## src/rtl/ssd1306_pkg.sv

```systemverilog
// Shared opcodes and FSM state encoding for the SSD1306 frame writer.
package ssd1306_pkg;

  localparam logic [7:0] SSD_CMD_COL_ADDR  = 8'h21;
  localparam logic [7:0] SSD_CMD_PAGE_ADDR = 8'h22;
  localparam logic [2:0] CMD_LAST_IDX      = 3'd5;

  typedef enum logic [2:0] {
    ST_IDLE,
    ST_CMD,
    ST_CMD_WAIT,
    ST_READ,
    ST_LOAD,
    ST_DATA_WAIT
  } fw_state_e;

endpackage

```

## src/rtl/ssd1306_frame_writer.sv

```systemverilog
// Streams a 6-byte addressing preamble then one full framebuffer frame
// to shift_reg over the start/data/ready handshake.
module ssd1306_frame_writer
  import ssd1306_pkg::*;
#(
  parameter  int unsigned COLS    = 128,
  parameter  int unsigned PAGES   = 4,
  parameter  int unsigned COL_OFS = 0,
  localparam int unsigned ADDR_W  = (COLS * PAGES > 1) ? $clog2(COLS * PAGES) : 1
) (
  input  logic              clk_in,
  input  logic              resetn,
  input  logic              enable,
  input  logic              frame_start,
  output logic              busy,
  output logic              frame_done,
  output logic              fb_rd,
  output logic [ADDR_W-1:0] fb_addr,
  input  logic [7:0]        fb_data,
  output logic              byte_start,
  output logic [7:0]        byte_out,
  input  logic              byte_ready,
  output logic              oled_dc
);

  localparam logic [ADDR_W-1:0] LAST_ADDR = ADDR_W'(COLS * PAGES - 1);
  localparam logic [7:0]        COL_START = 8'(COL_OFS);
  localparam logic [7:0]        COL_END   = 8'(COL_OFS + COLS - 1);
  localparam logic [7:0]        PAGE_END  = 8'(PAGES - 1);

  fw_state_e         state_q, state_d;
  logic [2:0]        cmd_idx_q, cmd_idx_d;
  logic [ADDR_W-1:0] addr_q, addr_d;
  logic              skip_q, skip_d;
  logic              fb_vld_q, fb_vld_d;
  logic              busy_q, busy_d;
  logic              done_q, done_d;
  logic              fb_rd_q, fb_rd_d;
  logic              start_q, start_d;
  logic [7:0]        out_q, out_d;
  logic              dc_q, dc_d;

  // Addressing preamble: column range then page range, horizontal mode set by init.
  function automatic logic [7:0] preamble(input logic [2:0] idx);
    case (idx)
      3'd0:    preamble = SSD_CMD_COL_ADDR;
      3'd1:    preamble = COL_START;
      3'd2:    preamble = COL_END;
      3'd3:    preamble = SSD_CMD_PAGE_ADDR;
      3'd4:    preamble = 8'h00;
      3'd5:    preamble = PAGE_END;
      default: preamble = 8'h00;
    endcase
  endfunction

  always_comb begin
    state_d   = state_q;
    cmd_idx_d = cmd_idx_q;
    addr_d    = addr_q;
    skip_d    = skip_q;
    fb_vld_d  = fb_rd_q;
    busy_d    = busy_q;
    done_d    = 1'b0;
    fb_rd_d   = 1'b0;
    start_d   = 1'b0;
    out_d     = out_q;
    dc_d      = dc_q;

    case (state_q)
      ST_IDLE: begin
        if (frame_start && enable) begin
          state_d   = ST_CMD;
          cmd_idx_d = 3'd0;
          addr_d    = '0;
          busy_d    = 1'b1;
        end
      end
      ST_CMD: begin
        if (byte_ready) begin
          out_d   = preamble(cmd_idx_q);
          dc_d    = 1'b0;
          start_d = 1'b1;
          skip_d  = 1'b1;
          state_d = ST_CMD_WAIT;
        end
      end
      // shift_reg lowers ready one cycle after start, so the first wait cycle is ignored
      ST_CMD_WAIT: begin
        if (skip_q) begin
          skip_d = 1'b0;
        end else if (byte_ready) begin
          if (cmd_idx_q != CMD_LAST_IDX) begin
            cmd_idx_d = cmd_idx_q + 3'd1;
            state_d   = ST_CMD;
          end else begin
            addr_d  = '0;
            fb_rd_d = 1'b1;
            state_d = ST_READ;
          end
        end
      end
      ST_READ: begin
        state_d = ST_LOAD;
      end
      // fb_data is only valid the cycle after the read; later LOAD cycles keep the capture
      ST_LOAD: begin
        if (fb_vld_q) begin
          out_d = fb_data;
        end
        if (byte_ready) begin
          dc_d    = 1'b1;
          start_d = 1'b1;
          skip_d  = 1'b1;
          state_d = ST_DATA_WAIT;
        end
      end
      ST_DATA_WAIT: begin
        if (skip_q) begin
          skip_d = 1'b0;
        end else if (byte_ready) begin
          if (addr_q != LAST_ADDR) begin
            addr_d  = addr_q + ADDR_W'(1);
            fb_rd_d = 1'b1;
            state_d = ST_READ;
          end else begin
            done_d  = 1'b1;
            busy_d  = 1'b0;
            state_d = ST_IDLE;
          end
        end
      end
      default: begin
        state_d = ST_IDLE;
        busy_d  = 1'b0;
      end
    endcase
  end

  always_ff @(posedge clk_in or negedge resetn) begin
    if (!resetn) begin
      state_q   <= ST_IDLE;
      cmd_idx_q <= 3'd0;
      addr_q    <= '0;
      skip_q    <= 1'b0;
      fb_vld_q  <= 1'b0;
      busy_q    <= 1'b0;
      done_q    <= 1'b0;
      fb_rd_q   <= 1'b0;
      start_q   <= 1'b0;
      out_q     <= 8'h00;
      dc_q      <= 1'b0;
    end else begin
      state_q   <= state_d;
      cmd_idx_q <= cmd_idx_d;
      addr_q    <= addr_d;
      skip_q    <= skip_d;
      fb_vld_q  <= fb_vld_d;
      busy_q    <= busy_d;
      done_q    <= done_d;
      fb_rd_q   <= fb_rd_d;
      start_q   <= start_d;
      out_q     <= out_d;
      dc_q      <= dc_d;
    end
  end

  assign busy       = busy_q;
  assign frame_done = done_q;
  assign fb_rd      = fb_rd_q;
  assign fb_addr    = addr_q;
  assign byte_start = start_q;
  assign byte_out   = out_q;
  assign oled_dc    = dc_q;

endmodule

```

## config.mk

```make
export PLATFORM = sky130hd
export DESIGN_NAME = ssd1306_frame_writer
export DESIGN_NICKNAME = d
export VERILOG_FILES = /design/src/rtl/ssd1306_pkg.sv /design/src/rtl/ssd1306_frame_writer.sv
export SDC_FILE = /design/constraint.sdc
export NUM_CORES = 1
export LEC_CHECK = 0
export ABC_AREA = 1
export BUFFER_PORTS_ARGS = -buffer_cell sky130_fd_sc_hd__buf_4
export CAP_MARGIN = 20
export CORE_ASPECT_RATIO = 1.1
export CORE_UTILIZATION = 58
export DETAILED_ROUTE_END_ITERATION = 10
export PLACE_DENSITY = 0.93
export SYNTH_ARGS = -nofsm -noshare
export SYNTH_HDL_FRONTEND = slang
export SYNTH_SLANG_ARGS = --single-unit
```

## constraint.sdc

```tcl
create_clock -name clk_in -period 5.5 [get_ports clk_in]
set_clock_uncertainty 0.15 [all_clocks]
set_input_delay 0 -clock clk_in [delete_from_list [all_inputs] [get_ports clk_in]]
set_output_delay 0 -clock clk_in [all_outputs]
set_load 0.02 [all_outputs]
```

==> results of run 1 <==
[layout by cell type (no fill, tap or decap)]
cell and n:
o21ai_2 1, dlygate4sd3_1 11, nor2_2 1, nand3_2 4
nor2_1 15, clkbuf_4 5, xor2_1 1, or2_1 1
inv_2 3, inv_1 23, bufinv_16 2, nand2_1 101
nand3_1 16, o21ai_1 2, nand2_2 4, clkbuf_8 1
o21ai_0 8, ha_1 7, and3_1 1, nor3b_1 1
nor2_4 1, nand4_1 1, or2_2 3, o21bai_1 1
buf_12 1, nand2_4 1, a21oi_1 5, dfrtp_1 30
buf_4 34
[cell type report]
cell class | count | area share [%]
clock buffers | 6 | 2.30
flip-flops and latches | 30 | 33.7
multi-input cells | 175 | 37.8
clock inverters | 2 | 2.70
inverters | 26 | 4.38
well taps | 33 | 1.85
repair buffers | 46 | 17.3
[metal layers]
layer	wire length [um]	vias up
met5	0	-
met4	123	0
met3	286	18
met2	1860	85
met1	1630	748
li1	-	827
[path summary, 6_finish.rpt]
check,startpoint,to,slack [ns],cells after the start
max,fb_addr[0],fb_addr[7],3.40,11
min,enable,state_q[2],0.10,6
max reg2reg,fb_addr[0],fb_addr[7],3.40,11
min reg2reg,fb_rd,fb_vld_q,0.23,0
max in group asynchronous,resetn,busy,4.52,4
min in group asynchronous,resetn,oled_dc,0.51,4
[report_power, final]
group	internal [uW]	switching [uW]	leakage [uW]	total [uW]
sequential	274	52.1	0.000404	326
combinational	155	279	0.000802	434
clock	154	78.2	0.0000585	232
[kinds of logic (layout without fill, tap and decap cells)]
family                     after synthesis  count (layout)  synth area share [%]
AOI/OAI and AO/OA                       17              17                  5.37
xor gates and xnor gates                 1               1                 0.515
adders and majority gates                7               7                  5.15
buffers and inverters                   27              80                  6.40
DFF                                     30              30                  44.1
and+or+nand+nor                        150             150                  38.5
[stage by stage]
step           instance area (um2)  total power [uW]
5_1_grt                       2230              1060
2_1_floorplan                 1700               627
6_report                      2230               992
4_1_cts                       2230               994
3_3_place_gp                  1990               735
3_5_place_dp                  1990               747
[registers in the layout, summed over array words and instances, names as in the netlist]
signal and count:
fb_addr 9, byte_out 8, cmd_idx_q 3, state_q 3, busy 1, byte_start 1, fb_rd 1, fb_vld_q 1
frame_done 1, oled_dc 1, skip_q 1
[timing repair]
item                                    in CTS  in global routing
endpoints found under the setup margin       0                  0
endpoints found under the hold margin       46                  0
hold buffers                                12                  0
gates resized for setup                      0                  0
[worst register-to-register path: stages, from the launching register on]
cell and delay, ns:
dfrtp_1 0.44, ha_1 0.23, nand2_1 0.12, nor2_1 0.07
nand3_1 0.09, nor2_1 0.07, ha_1 0.19, inv_1 0.07
nand3_1 0.07, nor2_1 0.33, nand3_1 0.13, nand2_1 0.09
==> metrics.yaml, run 1 <==
final_core_util_pct: 80.2
clockRootBuffer: "clkbuf_4"
top_usage_layer: "met2"
min_period_over_period_pct: 38.2
placed_cells: 298
drv_cap: 0
outcome: "finished, final reports clean"
final_antenna_net_count: 0
hold_class: "input port to flop"
synth_top_area_share_pct: 44.1
cts_tree: "yes"
worstMarginPinSlew_ns: 0.406
die_x_um: 53.6
critical-path-slowest-cell: "dfrtp_1"
required_ns: 5.63
critPathMaxStageDelay_ns: 0.44
grt_max_degree: 31
start_util_pct: 61.3
die_area_um2: 3150
max-clock-path-buffers: 2
cts_buffers: 5
avgSynthCellArea_um2: 7.33
fmax_ghz: 0.475
htreeDepth: 2
num_rows: 20
cts_setup_buffers: 0
clk_latency_ns: 0.34
wl_per_cell_um: 12.2
final_cells: 318
gr-usage-met3_pct: 8.27
p_per_area_nw_per_um2: 445
synthesis.instances: 232
drc_errors: 0
insertedDiodeCount: 0
cp.arrival_ns: 2.24
finalNetCount: 304
synth_common_cells: "nand2_1, dfrtp_1, inv_1"
core_um2: 2780
crit_family: "simple AND/OR/NAND/NOR gates"
drive_gt1_share_pct: 21.4
synth_edf_count: 0
grt_overflow: 0
area_growth_syn_to_layout_pct: 31.0
fin_tns_setup_ns: 0
synthTopCellsByArea: "dfrtp_1, nand2_1, ha_1"
setup_viol_count_final: 0
cts_sinks: 30
final-seq-area_um2: 751
synth_most_common_cell: "nand2_1"
hold_ws_ns: 0.102
ys_seq_elements: 30
yosys.cell_types.count: 24
final_hold_viol_count: 0
yosys.area.top_type: "dfrtp_1"
peakVddDrop_mv: 0.453
grt_pass1_vias: 1547
gp_congestion: 0.891
antenna_found_initial: 0
synth_fp_nets: 252
grt_use_met1_pct: 32.5
multi_input_area_um2: 842
grt_pass1_wl_um: 6320
vias: 1678
drt_iter0_drc: 73
hpwl_um: 2690
cp_cell_sequence: "ha_1 > nand2_1 > nor2_1 > nand3_1 > nor2_1 > ha_1 > inv_1 > nand3_1 > nor2_1 > nand3_1 > nand2_1"
die_y_um: 58.8
seq_area_frac_synth_pct: 44.1
grtUsageTotal_pct: 28.7
min_period_ns: 2.10
critPathCaptureType: "flop"
p_leak_uw: 0.00126
fillers: 181
slew_headroom_pct: 72.8
via_per_inst: 5.28
cp_max_fo: 6
met2_usage_pct: 48.6
synthArstFlopShare_pct: 100
finalWorstSetupSlack_ns: 3.40
boundaryPins: 35
crit_buf_inv: 1
ys_warn_count: 0
drt_first_pass_iters: 4
slew_viol_final: 0
worst-setup-path-type: "flop to flop"
synthesis.area_um2: 1700
totalWireLength_um: 3890
io_buffers: 34
place_ws_ns: 3.41
synthFlopType: "dfrtp_1"
rsz0062_at_grt: "false"
path_clk_slew_ns: 0.10
start_kind: "flop"
(Power assumes the default switching activity.)
==> inputs of run 2 (changes only) <==
--- a/config.mk
+++ b/config.mk
@@ -9,9 +9,9 @@
 export BUFFER_PORTS_ARGS = -buffer_cell sky130_fd_sc_hd__buf_4
 export CAP_MARGIN = 20
 export CORE_ASPECT_RATIO = 1.1
-export CORE_UTILIZATION = 58
+export CORE_UTILIZATION = 54
 export DETAILED_ROUTE_END_ITERATION = 10
-export PLACE_DENSITY = 0.93
+export PLACE_DENSITY = 0.88
 export SYNTH_ARGS = -nofsm -noshare
 export SYNTH_HDL_FRONTEND = slang
 export SYNTH_SLANG_ARGS = --single-unit
==> constraint.sdc (replaced) <==
create_clock -name clk_in -period 2.1 [get_ports clk_in]
set_clock_uncertainty 0.15 [all_clocks]
set_input_delay 0 -clock clk_in [delete_from_list [all_inputs] [get_ports clk_in]]
set_output_delay 0 -clock clk_in [all_outputs]
set_load 0.02 [all_outputs]
==> run 2 against run 1 <==
The flow now finishes with violations (design-rule violations). Cell count increased by 1.3%. Die area increased by 7.1%. Routed wire length increased by 7.0%. Total power increased by 140%. Combinational power increased to 2.7 times the previous value. Worst setup slack got worse by 3.3 ns. Critical endpoint is now busy.
==> metrics.yaml, run 2 (synthesis gave the netlist of run 1 again) <==
layout_commonest_cell: "nand2_1"
vias: 1686  # +0.48%
wl_per_cell_um: 12.9  # +5.7%
peakVddDrop_mv: 0.835  # +84%
drt_iter0_drc: 114  # +56%
fin_tns_setup_ns: 0  # unchanged
gp_congestion: 0.876  # -1.7%
totalWireLength_um: 4170  # +7.0%
grt_pass1_wl_um: 6610  # +4.6%
cts_sinks: 30  # unchanged
htreeDepth: 2  # unchanged
max-clock-path-buffers: 2  # unchanged
setup_viol_count_final: 0  # unchanged
place_ws_ns: 0.0428  # -3.36 ns
via_per_inst: 5.24  # -0.77%
p_per_area_nw_per_um2: 1090  # +140%
die_area_um2: 3380  # +7.1%
worst-setup-path-type: "flop to flop"
largest_reg_flops: 9  # unchanged
start_util_pct: 56.3  # -4.9 points
clk_latency_ns: 0.35  # about the same
grt_pass1_vias: 1558  # +0.71%
clockRootBuffer: "clkbuf_4"
worstMarginPinSlew_ns: 0.326  # -0.0809 ns
boundaryPins: 35  # unchanged
p_leak_uw: 0.00125  # -0.99%
die_y_um: 60.9  # +3.5%
drc_errors: 2  # +2
drv_cap: 0  # unchanged
drive_gt1_share_pct: 25.3  # +3.9 points
core_um2: 3020  # +8.8%
hpwl_um: 2630  # -2.0%
io_buffers: 34  # unchanged
violations: "design-rule violations"
grt_max_degree: 31  # unchanged
required_ns: 2.19  # -3.44 ns
hold_ws_ns: 0.0988  # -0.00283 ns
cts_tree: "yes"
insertedDiodeCount: 0  # unchanged
num_rows: 21  # +5.0%
start_kind: "flop"
drt_first_pass_iters: 7  # +3
grt_overflow: 0  # unchanged
outcome: "finished, violations left"
path_clk_slew_ns: 0.10  # about the same
grtUsageTotal_pct: 25.5  # -3.3 points
finalWorstSetupSlack_ns: 0.0999  # -3.30 ns
die_x_um: 55.5  # +3.5%
min_period_over_period_pct: 95.2  # +57 points
antenna_found_initial: 0  # unchanged
slew_viol_final: 0  # unchanged
final_hold_viol_count: 0  # unchanged
finalNetCount: 307  # +0.99%
final_antenna_net_count: 0  # unchanged
critPathCaptureType: "flop"
final_cell_mix: "nand2_1, buf_4, dfrtp_1, inv_1, nand3_1"
slew_headroom_pct: 78.3  # +5.5 points
power_uw: 2430  # +140%
cp.arrival_ns: 2.09  # -0.15 ns
min_period_ns: 2.00  # -0.103 ns
cts_buffers: 5  # unchanged
area_growth_syn_to_layout_pct: 31.0  # about the same
fmax_ghz: 0.500  # +5.2%
cp_max_fo: 4  # -2
hold_class: "input port to flop"
final_core_util_pct: 73.8  # -6.4 points
## run 2: cell count changes in the layout (fill, tap and decap cells not counted), moves of 2 or more
| cell | previous run | this run |
|---|---|---|
| nor2_1 | 15 | 12 |
| ha_2 | 0 | 2 |
| nand3_2 | 4 | 6 |
| nand3_1 | 16 | 14 |
| buf_4 | 34 | 36 |
| nor2_2 | 1 | 4 |
| bufinv_16 | 2 | 0 |
| ha_1 | 7 | 5 |
## run 2: critical path, cell delays in order (launching register included)
cell	delay, ns
dfrtp_1	0.41
ha_2	0.19
nand2_1	0.10
nor2_2	0.14
nand3_2	0.11
nor2_2	0.16
ha_1	0.18
nand2_1	0.10
a21oi_2	0.19
nand2_1	0.07
nand2_1	0.05
nand2_1	0.04
## run 2: metal layers
layer	wire length [um]	vias to the layer above	track usage (%)	share of wire [%]
met2	2080	67	44.4	50
met5	0	-	0	0
met1	1750	769	29.4	42
met3	247	12	5.33	5.9
met4	86	0	16.1	2.1
li1	-	838	-	-
## run 2: report_power, final
| part | switching [uW] | internal, uW | leakage, uW |
|---|---|---|---|
| combinational | 769 | 424 | 0.000814 |
| clock | 221 | 161 | 0.0000343 |
| sequential | 137 | 717 | 0.000404 |
| total | 1130 | 1300 | 0.00125 |
## run 2: through the flow
| step | cells | cell area [um2] |
|---|---|---|
| 2_1_floorplan | 232 | 1700 |
| 3_5_place_dp | 299 | 1990 |
| 4_1_cts | 319 | 2180 |
| 5_1_grt | 322 | 2230 |
| 6_report | 322 | 2230 |
| 3_3_place_gp | 299 | 1990 |
## run 2: cell type report
type                       count  area (um2)
multi-input combinational    176         875
fill                         241         792
sequential                    30         751
timing repair buffer          48         400
inverter                      26        97.6
clock buffer                   6        51.3
tap                           34        42.5
clock inverter                 2        12.5
## run 2: repair_timing
| item | CTS | global route |
|---|---|---|
| setup buffers | 0 | 2 |
| gates resized for setup | 0 | 9 |
| endpoints found under the hold margin | 47 | 0 |
| hold buffers | 12 | 0 |
| endpoints found under the setup margin | 0 | 10 |
## run 2: final timing paths
| check | from | to | slack [ns] | cells past startpoint |
|---|---|---|---|---|
| max | fb_addr[0] | busy | 0.1 | 11 |
| min | enable | state_q[1] | 0.1 | 6 |
| max reg2reg | fb_addr[0] | busy | 0.1 | 11 |
| min reg2reg | fb_rd | fb_vld_q | 0.25 | 0 |
| max in group asynchronous | resetn | byte_out[5] | 1.11 | 4 |
| min in group asynchronous | resetn | fb_vld_q | 0.52 | 4 |
